File: config.mk
export PLATFORM = sky130hd
export DESIGN_NAME = minibus_arbiter
export DESIGN_NICKNAME = d
export VERILOG_FILES = /design/src/rtl/minibus_arbiter.sv
export SDC_FILE = /design/constraint.sdc
export NUM_CORES = 1
export LEC_CHECK = 0
export ABC_AREA = 1
export CORE_AREA = 10 10 114 116
export CTS_BUF_LIST = sky130_fd_sc_hd__clkbuf_2 sky130_fd_sc_hd__clkbuf_4 sky130_fd_sc_hd__clkbuf_8
export DETAILED_ROUTE_END_ITERATION = 12
export DIE_AREA = 0 0 124 126
export GPL_TIMING_DRIVEN = 0
export MAX_ROUTING_LAYER = met4
export PLACE_DENSITY_LB_ADDON = 0.12
export SETUP_SLACK_MARGIN = 0.15
export SLEW_MARGIN = 25
export SYNTH_ARGS = -nofsm -noshare
export SYNTH_HDL_FRONTEND = slang
export SYNTH_SLANG_ARGS = --single-unit
File: constraint.sdc
create_clock -name clk -period 3.12 [get_ports clk]
set_input_delay 0.312 -clock clk [delete_from_list [all_inputs] [get_ports clk]]
set_output_delay 0.312 -clock clk [all_outputs]
set_load 0.1 [all_outputs]
File: src/rtl/minibus_arbiter.sv
// Round-robin arbiter: N minibus masters share one slave, one whole transaction at a time.
// Grant registered one cycle after request; s_req/m_res combinational; slave stalls via ready, watchdog forces completion.
package minibus_arbiter_pkg;

  typedef struct packed {
    logic        ren;
    logic        wen;
    logic [31:0] addr;
    logic [31:0] wdata;
    logic [3:0]  wstrb;
  } minibus_req_pack;

  typedef struct packed {
    logic [31:0] rdata;
    logic        ready;
  } minibus_res_pack;

endpackage

module minibus_arbiter
  import minibus_arbiter_pkg::*;
#(
  parameter int NUM_MASTERS    = 2,
  parameter int TIMEOUT_CYCLES = 0,
  localparam int IDX_W = (NUM_MASTERS > 1) ? $clog2(NUM_MASTERS) : 1
) (
  input  logic                   clk,
  input  logic                   nrst,
  input  minibus_req_pack        m_req [NUM_MASTERS],
  output minibus_res_pack        m_res [NUM_MASTERS],
  output minibus_req_pack        s_req,
  input  minibus_res_pack        s_res,
  output logic [NUM_MASTERS-1:0] grant,
  output logic                   timeout_err,
  output logic [IDX_W-1:0]       timeout_id
);

  localparam int WD_W = (TIMEOUT_CYCLES > 1) ? $clog2(TIMEOUT_CYCLES) : 1;
  localparam logic [WD_W-1:0]  WD_LAST  = WD_W'((TIMEOUT_CYCLES > 0) ? TIMEOUT_CYCLES - 1 : 0);
  localparam logic [IDX_W:0]   N_EXT    = (IDX_W + 1)'(NUM_MASTERS);
  localparam logic [IDX_W-1:0] LAST_IDX = IDX_W'(NUM_MASTERS - 1);
  localparam minibus_res_pack  TMO_RES  = '{rdata: 32'h0, ready: 1'b1};

  // GAP is the mandatory idle cycle after every transaction; no arbitration happens in it.
  typedef enum logic [1:0] {
    ST_IDLE = 2'd0,
    ST_BUSY = 2'd1,
    ST_GAP  = 2'd2
  } state_e;

  state_e                 state_q, state_d;
  logic [IDX_W-1:0]       owner_q, owner_d;
  logic [IDX_W-1:0]       rr_ptr_q, rr_ptr_d;
  logic [NUM_MASTERS-1:0] grant_q, grant_d;
  logic [WD_W-1:0]        wd_cnt_q, wd_cnt_d;
  logic                   tmo_err_q, tmo_err_d;
  logic [IDX_W-1:0]       tmo_id_q, tmo_id_d;

  logic [NUM_MASTERS-1:0]   req_any;
  logic [2*NUM_MASTERS-1:0] req_dbl;
  logic [NUM_MASTERS-1:0]   req_rot;
  logic [IDX_W-1:0]         win_off;
  logic [IDX_W:0]           win_sum;
  logic [IDX_W-1:0]         win_idx;
  logic [IDX_W-1:0]         win_nxt;
  logic                     win_vld;

  minibus_req_pack own_req;
  logic            own_act;
  logic            busy;
  logic            wd_hit;
  logic            expire;
  logic            done;

  always_comb begin
    for (int i = 0; i < NUM_MASTERS; i++) begin
      req_any[i] = m_req[i].ren | m_req[i].wen;
    end
  end

  // Rotate requests so bit 0 is rr_ptr, pick the lowest set bit, then rotate back.
  assign req_dbl = {req_any, req_any};
  assign req_rot = req_dbl[rr_ptr_q +: NUM_MASTERS];
  assign win_vld = |req_rot;

  always_comb begin
    win_off = '0;
    for (int i = NUM_MASTERS - 1; i >= 0; i--) begin
      if (req_rot[i]) begin
        win_off = IDX_W'(i);
      end
    end
    win_sum = {1'b0, rr_ptr_q} + {1'b0, win_off};
    win_idx = (win_sum >= N_EXT) ? IDX_W'(win_sum - N_EXT) : win_sum[IDX_W-1:0];
    win_nxt = (win_idx == LAST_IDX) ? '0 : win_idx + IDX_W'(1);
  end

  assign busy    = (state_q == ST_BUSY);
  assign own_req = m_req[owner_q];
  assign own_act = own_req.ren | own_req.wen;
  assign wd_hit  = (TIMEOUT_CYCLES > 0) && (wd_cnt_q == WD_LAST);
  assign expire  = busy && wd_hit && !s_res.ready;
  assign done    = busy && (s_res.ready || !own_act || wd_hit);

  always_ff @(posedge clk or negedge nrst) begin
    if (!nrst) begin
      state_q   <= ST_IDLE;
      owner_q   <= '0;
      rr_ptr_q  <= '0;
      grant_q   <= '0;
      wd_cnt_q  <= '0;
      tmo_err_q <= 1'b0;
      tmo_id_q  <= '0;
    end else begin
      state_q   <= state_d;
      owner_q   <= owner_d;
      rr_ptr_q  <= rr_ptr_d;
      grant_q   <= grant_d;
      wd_cnt_q  <= wd_cnt_d;
      tmo_err_q <= tmo_err_d;
      tmo_id_q  <= tmo_id_d;
    end
  end

  always_comb begin
    state_d   = state_q;
    owner_d   = owner_q;
    rr_ptr_d  = rr_ptr_q;
    grant_d   = grant_q;
    wd_cnt_d  = wd_cnt_q;
    tmo_err_d = expire;
    tmo_id_d  = expire ? owner_q : tmo_id_q;
    case (state_q)
      ST_IDLE: begin
        if (win_vld) begin
          state_d  = ST_BUSY;
          owner_d  = win_idx;
          rr_ptr_d = win_nxt;
          grant_d  = NUM_MASTERS'(1) << win_idx;
          wd_cnt_d = '0;
        end
      end
      ST_BUSY: begin
        if (done) begin
          state_d = ST_GAP;
          grant_d = '0;
        end else if (TIMEOUT_CYCLES > 0) begin
          wd_cnt_d = wd_cnt_q + WD_W'(1);
        end
      end
      ST_GAP: begin
        state_d = ST_IDLE;
      end
      default: begin
        state_d = ST_IDLE;
        grant_d = '0;
      end
    endcase
  end

  // An aborting or expiring owner must not leak a half-formed request to the slave.
  always_comb begin
    s_req = '0;
    for (int i = 0; i < NUM_MASTERS; i++) begin
      m_res[i] = '0;
    end
    if (busy) begin
      if (own_act && !expire) begin
        s_req = own_req;
      end
      for (int i = 0; i < NUM_MASTERS; i++) begin
        if (owner_q == IDX_W'(i)) begin
          m_res[i] = expire ? TMO_RES : s_res;
        end
      end
    end
  end

  assign grant       = grant_q;
  assign timeout_err = tmo_err_q;
  assign timeout_id  = tmo_id_q;

endmodule

After elaboration in Yosys (flattened, before gate mapping)
Index checks and enable logic that the tools add are counted.
Widths: inputs -> output; s select.
Storage, ports and cells
  latch bits: 0
  bits in registers: 6
  bits of input ports: 175
  ROM bits: 0
  output and inout bits: 140
  memories kept: 0
  bits in writable memories: 0
Operators by class
  divide/modulo/power cells: 0
  $lt $le $gt $ge: 2
  bitwise operators: 5
  muxes and demuxes: 18
  reduce and logical (&&, ||, !) cells: 8
  shift operators: 2
  multiply operators: 0
  add/subtract/negate cells: 3
  eq/ne operators: 4
Operators with widths (count)
  $mux 70: 5
  $mux 33: 2
  $mux 66: 1
  $mux 2: 4
  $pmux 2 s3: 1
  $ge 2x2->1 const B: 2
  $mux 1: 4
  $pmux 2 s2: 1
  $reduce_and 2->1: 2
  $shiftx 4x2->2: 1
  $or 1x1->1: 3
  $reduce_and 3->1: 1
  $add 1x1->2: 1
  $eq 2x1->1 const B: 1
  $eq 2x2->1 const B: 1
  $logic_not 2->1: 1
  $ne 2x1->1 const B: 1
  $ne 2x2->1 const B: 1
  $not 1->2: 1
  $reduce_or 2->1: 1
  $shl 1x1->2 const A: 1
  $add 1x1->1 const B: 1
  $logic_and 1x1->1: 1
  $logic_not 1->1: 1
  3 further kinds: 3

Depth between registers and ports, before layout
  depth in word-level cells: 10
  depth in mapped cells: 9
  depth with buffers taken out: 8

Worst setup path before layout
OpenSTA, ideal clock, no wires.
  path kind: register to output
  from: register owner_q
  to: output port s_req[10] (netlist bit)
  data required time: 2808 ps
  cell stages (with the launch flop): 8
  path slack: 393 ps
  arrival: 2415 ps
  path through: dfrtp_1 buf_4 nand2_1 nand2_1 nand2_2 nand2_2 buf_2 a21oi_1
RTL lines
  from (decl): RTL line 52  | logic [IDX_W-1:0] owner_q, owner_d;
  from (signal assigned): RTL line 116  | owner_q <= owner_d;
  to (decl): RTL line 31  | output minibus_req_pack s_req,

==> metrics.yaml <==
status:
  status: "complete, no violations"
setup_path:
  worstPathRequired_ps: 2810
  rr_worst_depth: 9
  arrival_ps: 2530
  timing.rr.end: "grant[0]"
  slowest_delay_ps: 870
  slowest_stage: "dlygate4sd2_1"
  reg2reg_setup_slack_ps: 1780
  end_kind: "output port"
  worstSetupEndpoint: "s_req[61]"
  worstPathCellList: "buf_4 -> inv_2 -> nand2_1 -> nand2_1 -> nand2_2 -> nand2_2 -> buf_6 -> buf_6 -> a21oi_2 -> dlygate4sd2_1"
  start_kind: "register"
  startpoint: "owner_q"
  path_max_fanout: 10
  worst-setup-path-type: "register to output port"
  reg2reg_from: "owner_q"
synth:
  yosysSeqAreaShare_pct: 8.36
  synthAdderAreaFrac_pct: 0
  synth_seq_cells: 6
  synth_xor_area_share_pct: 0
  synth_cells: 385
  synth_area_um2: 1800
  yosys.area_share.simple_pct: 49.2
  synthMuxAreaShare_pct: 0
  yosys_warnings: 0
  avgSynthCellArea_um2: 4.66
  synth_top_family_by_area: "simple AND/OR/NAND/NOR gates"
  ys_types: 17
  synth_compound_area_share_pct: 24.3
detailed_routing:
  drt_iter0_markers: 120
  post-route-drc-count: 0
  drt_pass1_iterations: 4
  vias: 3534
  ant_nets: 0
  vias_per_cell: 4.20
  avgRoutedWirePerCell_um: 18.1
  wl_mm: 15.2
floorplanning:
  coreArea_um2: 10700
  pin_count: 315
  fp.dieH_um: 126
  fp.dieW_um: 124
  rows: 38
  fp.dieArea_um2: 15600
  start_util_pct: 16.8
cts:
  clock_path_buffers: 2
  postCtsHoldBufs: 0
  cts_tree: "done"
  htreeDepth: 1
  clock_latency_ps: 230
  cts_sinks: 6
  cts_root_buf: "clkbuf_8"
  cts_buffers: 3
  clkTransAtPathRegs_ps: 40
cells_and_area:
  most-common-layout-cells: "clkdlybuf4s50_1, nand2_1, dlygate4sd2_1"
  syn2layout_area_growth_pct: 180
  mostFrequentLayoutCell: "clkdlybuf4s50_1"
  final_layout_size_suffix_gt1_share_pct: 8.42
  antenna_cells: 0
  final_nets: 878
  final_cell_area_um2: 5030
  fillers: 1151
  final_cells: 841
timing:
  slew-limit-headroom_pct: 30.3
  setup_viol: 0
  worst-slew-pin-transition_ps: 1050
  final_max_slew_viol_count: 0
  timing.final.crit_period_ps: 2850
  fin_crit_sh_pct: 91.2
  fmax_mhz: 351
  fin_skew_ps: 2.43
  rsz0062_at_grt: "false"
  hold_viol: 0
placed_design:
  place_hpwl_mm: 13.7
  post-place-cells: 838
  gp_congestion: 0.918
  place_area_um2: 5100
  io_buffer_count: 312
run:
  cap_violations: 0
global_routing:
  grt_pass1_wl_mm: 21.0
  antenna_found_initial: 0
  track_usage_pct: 17.8
  grt_pass1_vias: 3668
  gr-total-overflow: 0
  grt_max_degree: 11
min_path:
  min_path_type: "input pin to async pin"
[cell type report]
type                            instances  area (um^2)  area share [%]
Timing Repair Buffer                  312         3010            59.9
Multi-Input combinational cell        306         1330            26.4
Tap cell                              140          175            3.48
Inverter                               44          165            3.28
Buffer                                 30          158            3.13
Sequential cell                         6          150            2.99
Clock buffer                            3         41.3           0.821
[timing repair]
action	4_1_cts	5_1_grt
resized for setup	100	65
setup endpoints to repair	100	49
setup buffers	0	0
[Yosys cell counts]
cell type / n / area, um^2
a21oi_1: 49 / 245
a21oi_2: 20 / 175
buf_2: 9 / 45.0
buf_4: 3 / 22.5
buf_6: 3 / 33.8
clkbuf_1: 15 / 56.3
conb_1: 1 / 3.75
dfrtp_1: 6 / 150
inv_1: 43 / 161
inv_2: 1 / 3.75
nand2_1: 155 / 582
nand2_2: 2 / 12.5
nand3_1: 2 / 10.0
nor2_1: 71 / 267
nor2_2: 1 / 6.26
o21ai_0: 3 / 15.0
or2_2: 1 / 6.26
[metrics by stage]
stage                     worst slack, ps  hold WS [ps]  TNS, ps  utilization (%)
final                                 274           332        0             47.0
after global routing                  151           361        0             47.0
after CTS                             160           342        0             46.9
after detailed placement            -77.3           458     -466             47.6
after global placement              -64.9           461     -277             47.6
after floorplan                       393          16.4        0                -
[worst min-delay path by stage]
| stage | start | to | slack, ps | cells past startpoint |
|---|---|---|---|---|
| 2_1_floorplan | nrst | grant[0] | 20 | 0 |
| 3_3_place_gp | grant[0] | grant[0] | 460 | 2 |
| 3_5_place_dp | grant[0] | grant[0] | 460 | 2 |
| 4_1_cts | nrst | grant[1] | 340 | 1 |
| 5_1_grt | nrst | grant[1] | 360 | 1 |
| 6_report | nrst | grant[1] | 330 | 1 |
[cells by family (layout without fill, tap and decap cells)]
| family | count (synthesis) | in the layout |
|---|---|---|
| flip-flops | 6 | 6 |
| AO/OA/AOI/OAI | 72 | 72 |
| AND/OR/NAND/NOR | 232 | 232 |
| buffers and inverters | 74 | 389 |
| other | 1 | 2 |
[layer usage]
metal  part of all wire (%)  global-route usage (%)  vias up
li1                       -                       -     1790
met1                     35                    15.9     1524
met2                     52                    34.0      203
met3                     11                    6.88       17
met4                    1.7                    3.86        0
met5                      0                       -        -
[flip-flops by register name, indices dropped and copies added (netlist names)]
| register | flops |
|---|---|
| owner_q | 1 |
| state_q | 2 |
| rr_ptr_q | 1 |
| grant | 2 |
[critical path: cells and delay by family (launching register included)]
family	cells	cell delay [ps]
compound gates	1	100
buf+inv	5	1500
flops	1	310
simple gates	4	380
Power is not shown: default switching activity piles up to over one toggle a cycle in this logic, so the estimate is an artifact.
==> RTL change (config.mk and constraints unchanged) <==
Make the reset (`nrst`) synchronous in one clocked block.
--- a/src/rtl/minibus_arbiter.sv
+++ b/src/rtl/minibus_arbiter.sv
@@ -102,7 +102,7 @@
   assign expire  = busy && wd_hit && !s_res.ready;
   assign done    = busy && (s_res.ready || !own_act || wd_hit);
 
-  always_ff @(posedge clk or negedge nrst) begin
+  always_ff @(posedge clk) begin
     if (!nrst) begin
       state_q   <= ST_IDLE;
       owner_q   <= '0;
Formal check against the unedited RTL: differs if nrst is asserted again (counterexample within 4 cycles, from zero or initial values and one cycle with nrst low); with nrst held inactive, the same outputs for 10 cycles.
==> RTL change against the unedited design <==
  * Highest routed layer unchanged
  * Maximum frequency up 0.53%
  * Synthesized area down 1.3%
  * Synthesized cell count unchanged
  * Non-clock buffer count unchanged
  * Wire length down 2.3%
  * Setup slack better by 0.015 ns
  * Cell area up 3.0%
  * Sequential cell count unchanged
Power is left out: it rests on default switching activity, and per cell area and clock period it moved more than threefold.
==> RTL change: results (changes against the unedited design) <==
metric,value,unit,change
placed cell count,838,,unchanged
Synth Area in XOR/XNOR,0,%,unchanged
number of fill cells,1121,,was 1151
GRT Resource Usage Total,17.6,%,was 17.8%
HPWL after detailed placement,12900,µm,was 13700 µm
Vias/cell,4.24,,was 4.20
share of layout cells above drive strength 1,5.71,%,was 8.42%
outcome,"finished, final reports clean",,unchanged
post-synthesis compound-gate area fraction,25.5,%,was 24.3%
clock skew,0.00165,ns,was 0.00243 ns
first-pass GRT wire length,21100,µm,was 21000 µm
Antenna Cells,0,,unchanged
Post-synth top cells,"151 x nand2_1, 72 x nor2_1, 53 x a21oi_1",,"was 155 x nand2_1, 71 x nor2_1, 49 x a21oi_1"
leading post-synthesis cells by cell area,"nand2_1 32%, nor2_1 15%, a21oi_1 15%, a21oi_2 9.9%, inv_1 8.9%",,"was nand2_1 32%, nor2_1 15%, a21oi_1 14%, a21oi_2 9.8%, inv_1 9.0%"
Hold Path Class,flip-flop to flip-flop,,was input port to async pin
Most used DFF post-synth,dfxtp_1,,was dfrtp_1
Placer Congestion,0.854,,was 0.918
Clock Tree Root,clkbuf_8,,unchanged
Syn. warnings,0,,unchanged
R2R Setup Slk,1.82,ns,was 1.78 ns
CTS max path bufs,2,,unchanged
CP max stage cell,clkdlybuf4s15_1,,was dlygate4sd2_1
Initial DRC Count,90,,was 120
Post-Route WL,14900,µm,was 15200 µm
Antenna Nets Post-Route,0,,unchanged
vias in the first global route,3765,,was 3668
register area share after synthesis,6.77,%,was 8.36%
Post-Layout Cell Count,841,,unchanged
arrival time worst endpoint,2.52,ns,was 2.53 ns
asr flop ratio synth,0,%,was 100%
CP peak stage delay,0.85,ns,was 0.87 ns
worst-margin pin slew,1.06,ns,was 1.05 ns
[RTL change: cell count changes after synthesis, sizes merged]
cell / before / now
or2: 1 / 0
o21ai: 3 / 1
dfxtp: 0 / 6
inv: 44 / 43
buf: 15 / 13
nand3: 2 / 5
o211ai: 0 / 1
nand2: 157 / 152
dfrtp: 6 / 0
nor2: 72 / 73
clkbuf: 15 / 17
a21oi: 69 / 73
[RTL change: through the flow]
step	TNS, ns	utilization (%)	setup slack [ns]	hold slack [ns]	cell area (µm²)
after floorplan	0	-	0.424	0.437	1780
after global placement	-0.103	47.4	-0.0532	0.463	5070
after detailed placement	-0.120	47.4	-0.0619	0.470	5070
after CTS	0	47.0	0.151	0.476	5030
after global routing	0	48.4	0.165	0.495	5180
final	0	48.4	0.289	0.468	5180
[RTL change: timing repair]
action	CTS	global route
buffers inserted	0	0
hold buffers	0	0
endpoints found under the setup margin	68	62
resized for setup	68	63
[RTL change: cell type report]
| class | count | share of cell area, % |
|---|---|---|
| Inverter | 43 | 3.17 |
| Clock buffer | 3 | 0.797 |
| Tap cell | 140 | 3.38 |
| Timing Repair Buffer | 312 | 61.5 |
| Buffer | 30 | 3.04 |
| Sequential cell | 6 | 2.32 |
| Multi-Input combinational cell | 307 | 25.8 |
[RTL change: worst paths after layout]
check | startpoint | to | cells after the start
setup reg to reg | owner_q$_SDFFE_PN0P_ | grant[1]$_SDFFE_PN0P_ | 9
hold / removal | grant[0]$_SDFFE_PN0P_ | grant[0]$_SDFFE_PN0P_ | 2
hold reg to reg | grant[0]$_SDFFE_PN0P_ | grant[0]$_SDFFE_PN0P_ | 2
setup / recovery | m_req[69] | s_req[52] | 10
[RTL change: logic make-up after synthesis]
kind of cell / after synthesis
compound gates: 75
buf+inv: 73
flops: 6
other cells: 1
simple gates: 230
[RTL change: per-layer routing]
metal | GRT usage [%] | routed length, µm
met4 | 2.24 | 137
met1 | 16.9 | 5240
met5 | - | 0
met3 | 7.51 | 1890
met2 | 32.5 | 7610
[RTL change: worst register-to-register path, delay by kind of cell, from the launching register on]
family	cells	cell delay [ns]
compound gates	1	0.06
flops	1	0.29
simple gates	6	0.55
buf+inv	2	0.29
